[src/rtl/hex_keypad_if.sv]
// Keypad-side and result-side signals of the hex keypad scanner.
// The slave modport is the scanner, and the master modport is the keypad/consumer.
interface hex_keypad_if;
    logic [3:0] rows;
    logic [3:0] cols;
    logic [3:0] key_code;
    logic       key_valid;
    logic       key_held;

    modport master (
        output rows,
        input  cols,
        input  key_code,
        input  key_valid,
        input  key_held
    );

    modport slave (
        input  rows,
        output cols,
        output key_code,
        output key_valid,
        output key_held
    );
endinterface

[src/rtl/hex_keypad_scanner.sv]
// 4x4 hex keypad scanner: one-hot active-low column drive and a synchronized row read.
// Presses and releases are debounced, and each accepted press gives one key_valid strobe.
module hex_keypad_scanner #(
    parameter int SCAN_DIV        = 1000,
    parameter int DEBOUNCE_CYCLES = 1000000
) (
    input  logic   clock,
    input  logic   reset_n,
    hex_keypad_if.slave kp
);

    localparam int MAX_CNT = (SCAN_DIV > DEBOUNCE_CYCLES) ? SCAN_DIV : DEBOUNCE_CYCLES;
    localparam int CNT_W   = $clog2(MAX_CNT + 1);
    localparam logic [CNT_W-1:0] SCAN_LAST = CNT_W'(SCAN_DIV - 1);
    localparam logic [CNT_W-1:0] DB_LAST   = CNT_W'(DEBOUNCE_CYCLES - 1);
    localparam logic [CNT_W-1:0] CNT_ONE   = CNT_W'(1);

    typedef enum logic [1:0] {
        SCAN     = 2'd0,
        DEBOUNCE = 2'd1,
        PRESSED  = 2'd2,
        RELEASE  = 2'd3
    } state_t;

    state_t           state;
    logic [1:0]       col_idx;
    logic [CNT_W-1:0] cnt;
    logic [3:0]       pattern;
    logic [3:0]       rows_meta;
    logic [3:0]       rs;
    logic [3:0]       cols_q;
    logic [3:0]       key_code_q;
    logic             key_valid_q;
    logic             key_held_q;

    assign kp.cols      = cols_q;
    assign kp.key_code  = key_code_q;
    assign kp.key_valid = key_valid_q;
    assign kp.key_held  = key_held_q;

    function automatic logic [3:0] col_drive(input logic [1:0] c);
        return ~(4'b0001 << c);
    endfunction

    // Lowest-index low row in the latched pattern wins within the held column.
    function automatic logic [3:0] map_key(input logic [3:0] pat, input logic [1:0] c);
        logic [1:0] r;
        if (!pat[0])      r = 2'd0;
        else if (!pat[1]) r = 2'd1;
        else if (!pat[2]) r = 2'd2;
        else              r = 2'd3;
        case ({r, c})
            4'b00_00: return 4'h1;
            4'b00_01: return 4'h2;
            4'b00_10: return 4'h3;
            4'b00_11: return 4'hA;
            4'b01_00: return 4'h4;
            4'b01_01: return 4'h5;
            4'b01_10: return 4'h6;
            4'b01_11: return 4'hB;
            4'b10_00: return 4'h7;
            4'b10_01: return 4'h8;
            4'b10_10: return 4'h9;
            4'b10_11: return 4'hC;
            4'b11_00: return 4'h0;
            4'b11_01: return 4'hF;
            4'b11_10: return 4'hE;
            default:  return 4'hD;
        endcase
    endfunction

    // NOTE: synchronizer resets to all-ones (no key) so release from reset never sees a phantom press.
    always_ff @(posedge clock or negedge reset_n) begin
        if (!reset_n) begin
            rows_meta <= 4'hF;
            rs        <= 4'hF;
        end else begin
            rows_meta <= kp.rows;
            rs        <= rows_meta;
        end
    end

    // NOTE: all state uses non-blocking assignments so every branch sees the pre-edge values.
    always_ff @(posedge clock or negedge reset_n) begin
        if (!reset_n) begin
            state       <= SCAN;
            col_idx     <= 2'd0;
            cnt         <= '0;
            pattern     <= 4'hF;
            cols_q      <= 4'b1110;
            key_code_q  <= 4'h0;
            key_valid_q <= 1'b0;
            key_held_q  <= 1'b0;
        end else begin
            case (state)
                SCAN: begin
                    if (cnt == SCAN_LAST) begin
                        cnt <= '0;
                        if (rs == 4'hF) begin
                            col_idx <= col_idx + 2'd1;
                            cols_q  <= col_drive(col_idx + 2'd1);
                        end else begin
                            pattern <= rs;
                            state   <= DEBOUNCE;
                        end
                    end else begin
                        cnt <= cnt + CNT_ONE;
                    end
                end

                DEBOUNCE: begin
                    if (rs != pattern) begin
                        state <= SCAN;
                        cnt   <= '0;
                    end else if (cnt == DB_LAST) begin
                        state       <= PRESSED;
                        cnt         <= '0;
                        key_code_q  <= map_key(pattern, col_idx);
                        key_valid_q <= 1'b1;
                        key_held_q  <= 1'b1;
                    end else begin
                        cnt <= cnt + CNT_ONE;
                    end
                end

                PRESSED: begin
                    key_valid_q <= 1'b0;
                    cnt         <= '0;
                    state       <= RELEASE;
                end

                RELEASE: begin
                    // Any row activity on the held column restarts the release count.
                    if (rs != 4'hF) begin
                        cnt <= '0;
                    end else if (cnt == DB_LAST) begin
                        key_held_q <= 1'b0;
                        col_idx    <= col_idx + 2'd1;
                        cols_q     <= col_drive(col_idx + 2'd1);
                        cnt        <= '0;
                        state      <= SCAN;
                    end else begin
                        cnt <= cnt + CNT_ONE;
                    end
                end

                default: begin
                    state <= SCAN;
                    cnt   <= '0;
                end
            endcase
        end
    end

endmodule

[src/flat_wrapper.sv]
// flat-port wrapper written by rule: the top's interface ports become plain ports
module hex_keypad_scanner_flat 
#(
    parameter int SCAN_DIV        = 1000,
    parameter int DEBOUNCE_CYCLES = 1000000
)
  (clock, reset_n, kp_rows, kp_cols, kp_key_code, kp_key_valid, kp_key_held);
  hex_keypad_if kp_i ();
  input  logic clock;
  input  logic reset_n;
  input wire logic [$bits(kp_i.rows)-1:0] kp_rows;
  output wire logic [$bits(kp_i.cols)-1:0] kp_cols;
  output wire logic [$bits(kp_i.key_code)-1:0] kp_key_code;
  output wire logic [$bits(kp_i.key_valid)-1:0] kp_key_valid;
  output wire logic [$bits(kp_i.key_held)-1:0] kp_key_held;
  assign kp_i.rows = kp_rows;
  assign kp_cols = kp_i.cols;
  assign kp_key_code = kp_i.key_code;
  assign kp_key_valid = kp_i.key_valid;
  assign kp_key_held = kp_i.key_held;
  hex_keypad_scanner #(.SCAN_DIV(SCAN_DIV), .DEBOUNCE_CYCLES(DEBOUNCE_CYCLES)) u_core (.clock(clock), .reset_n(reset_n), .kp(kp_i));
endmodule
[config.mk]
export PLATFORM = sky130hd
export DESIGN_NAME = hex_keypad_scanner_flat
export DESIGN_NICKNAME = d
export VERILOG_FILES = /design/src/rtl/hex_keypad_if.sv /design/src/rtl/hex_keypad_scanner.sv /design/src/flat_wrapper.sv
export SDC_FILE = /design/constraint.sdc
export NUM_CORES = 1
export LEC_CHECK = 0
export BUFFER_PORTS_ARGS = -buffer_cell sky130_fd_sc_hd__buf_2
export CAP_MARGIN = 25
export CORE_MARGIN = 1
export CORE_UTILIZATION = 45
export DETAILED_ROUTE_END_ITERATION = 16
export SLEW_MARGIN = 20
export SYNTH_ARGS = -nofsm -noshare
export SYNTH_HDL_FRONTEND = slang
export SYNTH_SLANG_ARGS = --single-unit
[constraint.sdc]
create_clock -name clock -period 4.5 [get_ports clock]
set_input_delay 0.45 -clock clock [delete_from_list [all_inputs] [get_ports clock]]
set_output_delay 0.45 -clock clock [all_outputs]
set_load 0.03 [all_outputs]
==> summary.txt <==
Global routing
  – Global-route wire length before repair: 7000 um
  – Pin count of the biggest net entering global routing: 47
  – Total GRT Usage: 17.3%
  – Initial antenna violation count: 0
  – Remaining Overflow, GRT: 0
  – Number of global-route vias before repair: 1482

Die
  – Initial Utilization: 47.0%
  – Die H: 72.5 um
  – Row cnt: 25
  – # IOs: 16
  – Full die area: 0.00525 sq mm
  – Core ar.: 0.00475 sq mm
  – Die X-Extent: 72.5 um

Place
  – Detailed placement HPWL: 2820 um
  – DP Area: 0.00237 sq mm
  – Global placement routability congestion: 0.820
  – Pre-CTS setup slack: 1580 ps
  – Port bufs: 15

Critical path
  – CP bufs+invs: 1
  – Element type at the critical path end: register
  – Worst path max stage delay: 600 ps
  – Crit path launch: u_core.cnt[13]
  – Reg-to-reg startpoint: u_core.cnt[13]
  – Crit path kind: reg2reg
  – Worst path arrival time: 3120 ps
  – R2R Path End: u_core.cnt[5]
  – WP depth: 6
  – CP endpoint: u_core.cnt[5]
  – Crit-path slowest cell: or4_1
  – R2R setup slack: 1570 ps
  – Worst Path Required: 4680 ps
  – Family with the most delay on the worst path: simple AND/OR/NAND/NOR gates
  – Register-to-Register Path Depth: 6
  – Crit-path cells: or4_4, or2_1, or4_1, a22oi_1, buf_4, nor2_1
  – Startpoint types: register
  – CP max FO: 13

Pwr
  – PwrDens: 302 mW/mm^2
  – Clock power share: 42.3%
  – Switching share of power: 20.4%
  – Int Power: 601 uW
  – Sequential group share of total power: 56.1%
  – Pwr Total: 755 uW
  – Leak Pwr: 0.00109 uW
  – Comb pwr share: 1.6%
  – Sw power: 154 uW
  – Maximum VDD drop: 0.267 mV

Cells and area
  – # nets final: 239
  – Area delta synth->final: 11.8%
  – Layout cell share with drive strength beyond 1: 20.7%
  – Finished Cell Area: 0.00250 sq mm
  – Final Util: 52.6%
  – # diodes: 0
  – Commonest non-fill, non-tap cell in the layout: dfrtp_1
  – Commonest cells after routing, fill and taps aside: 31 x dfrtp_1, 26 x nor2_1, 15 x dfstp_2

Logic synthesis
  – Number of synthesized register bits: 46
  – Synth Instances: 209
  – Syn_area_per_cell: 10.7 sq um
  – Synth async-reset ratio: 100%
  – Warnings from Yosys: 0
  – Cell taking the most area after synthesis: dfrtp_1
  – Top post-synthesis cells by area: dfrtp_1 35%, dfstp_2 18%, xor2_1 5.5%, nor2_1 4.4%, ha_1 3.9%
  – Area of the mapped netlist: 0.00224 sq mm
  – Distinct cells, synth: 41
  – Number of synthesized flops with an enable pin: 0
  – Mapped Nets: 222
  – Share of the synthesized area in the top cell type: 34.7%
  – Seq/Total Area, Yosys: 52.3%
  – Post-synth top flop: dfrtp_1

Timing
  – Final min period: 2930 ps
  – Setup violators final: 0
  – Fin. max-slew vios: 0
  – Slew headroom: 46.3%
  – Unrepaired setup endpoints after global routing: false
  – Clock skew: 6.30 ps
  – Min setup slack post-route: 1570 ps
  – Final setup TNS: 0 ps
  – Period utilization: 65.2%
  – Highest clock rate: 341 MHz
  – Final hold violations: 0
  – Worst-Margin Slew: 800 ps

Clock network
  – Clk root buf: clkbuf_8
  – CTS Buf Count: 5
  – Clk buf depth: 2
  – CTS sink cnt: 46
  – Htree depth: 2
  – Post-CTS setup buffer count: 0
  – CTS resizes: 0
  – TritonCTS clock tree: done
  – Clock transition at path regs: 90 ps
  – Clk Latency, worst-skew pair: 290 ps
  – Post-CTS Hold Fix Bufs: 0

Detailed routing
  – Initial DRT Pass Iterations: 4
  – DRT iter0 DRCs: 128
  – Detailed-route via count: 1524
  – WL final: 4010 um
  – Drt wl/cell: 13.6 um
  – Via/cell ratio: 5.18
  – Detail Route Antenna Nets: 0
  – # DRC: 0

Flow run
  – Max-cap violation count: 0

Run status
  – Status: completed

Worst hold path
  – Tightest Hold Check Type: in2async
## synthesized netlist by cell type, drive strengths merged, types with 4 or more instances
master / instances
nor2: 26
a21oi: 5
dfstp: 15
xnor2: 6
buf: 4
nand2: 11
xor2: 14
nand4: 10
ha: 7
dfrtp: 31
o22a: 4
o21ai: 8
mux2: 4
nand3: 11
mux2i: 6
inv: 10
## layout make-up
| cell class | count | area, sq um |
|---|---|---|
| timing repair buffer | 16 | 85.1 |
| multi-input combinational | 147 | 995 |
| tap | 67 | 83.8 |
| clock buffer | 7 | 119 |
| inverter | 10 | 37.5 |
| sequential | 46 | 1170 |
| fill | 438 | 2260 |
| clock inverter | 1 | 8.76 |
## per-layer routing
metal	global-route usage, %	wire (um)	vias up
li1	-	-	763
met1	26.1	2100	727
met2	24.6	1720	30
met3	3.75	157	4
met4	5.88	32	0
met5	0	0	-
## power groups by stage
stage | clock network, uW | registers, uW | logic (uW)
global route | 347 | 424 | 14.6
detailed placement | 0 | 431 | 12.8
global placement | 0 | 430 | 13.1
CTS | 329 | 423 | 12.9
floorplan | 0 | 430 | 2.30
finish | 319 | 423 | 12.3
## worst min-delay path by stage
stage	start	endpoint	slack, ps	cells past startpoint
after floorplan	reset_n	async pin	150	0
after global placement	u_core.rows_meta[3]	u_core.rs[3]	350	0
after detailed placement	u_core.rows_meta[0]	u_core.rs[0]	350	0
after CTS	kp_rows[1]	u_core.rows_meta[1]	240	1
after global routing	reset_n	u_core.kp.key_code[3]	180	1
final	reset_n	u_core.kp.key_code[2]	140	1
## sequential cells by signal, summed over array words and instances (netlist names), named ones only
signal	flops
u_core.kp.key_code	4
u_core.cnt	20
u_core.rows_meta	4
u_core.state	1
u_core.kp.cols	4
u_core.kp.key_held	1
u_core.kp.key_valid	1
u_core.col_idx	2
u_core.pattern	4
u_core.rs	4
## per-stage QoR
stage	instances	hold WS [ps]
5_1_grt	294	177
4_1_cts	294	238
3_5_place_dp	286	349
6_report	294	136
3_3_place_gp	286	347
2_1_floorplan	209	154
## cell families after synthesis
family	count (synthesis)	share of synthesized area, %
flops	46	52.3
xor+xnor	20	7.83
buf+inv	16	3.19
fa+ha+maj	7	3.92
compound gates	25	7.83
simple gates	85	20.0
mux	10	4.87
(Power assumes the default switching activity.)
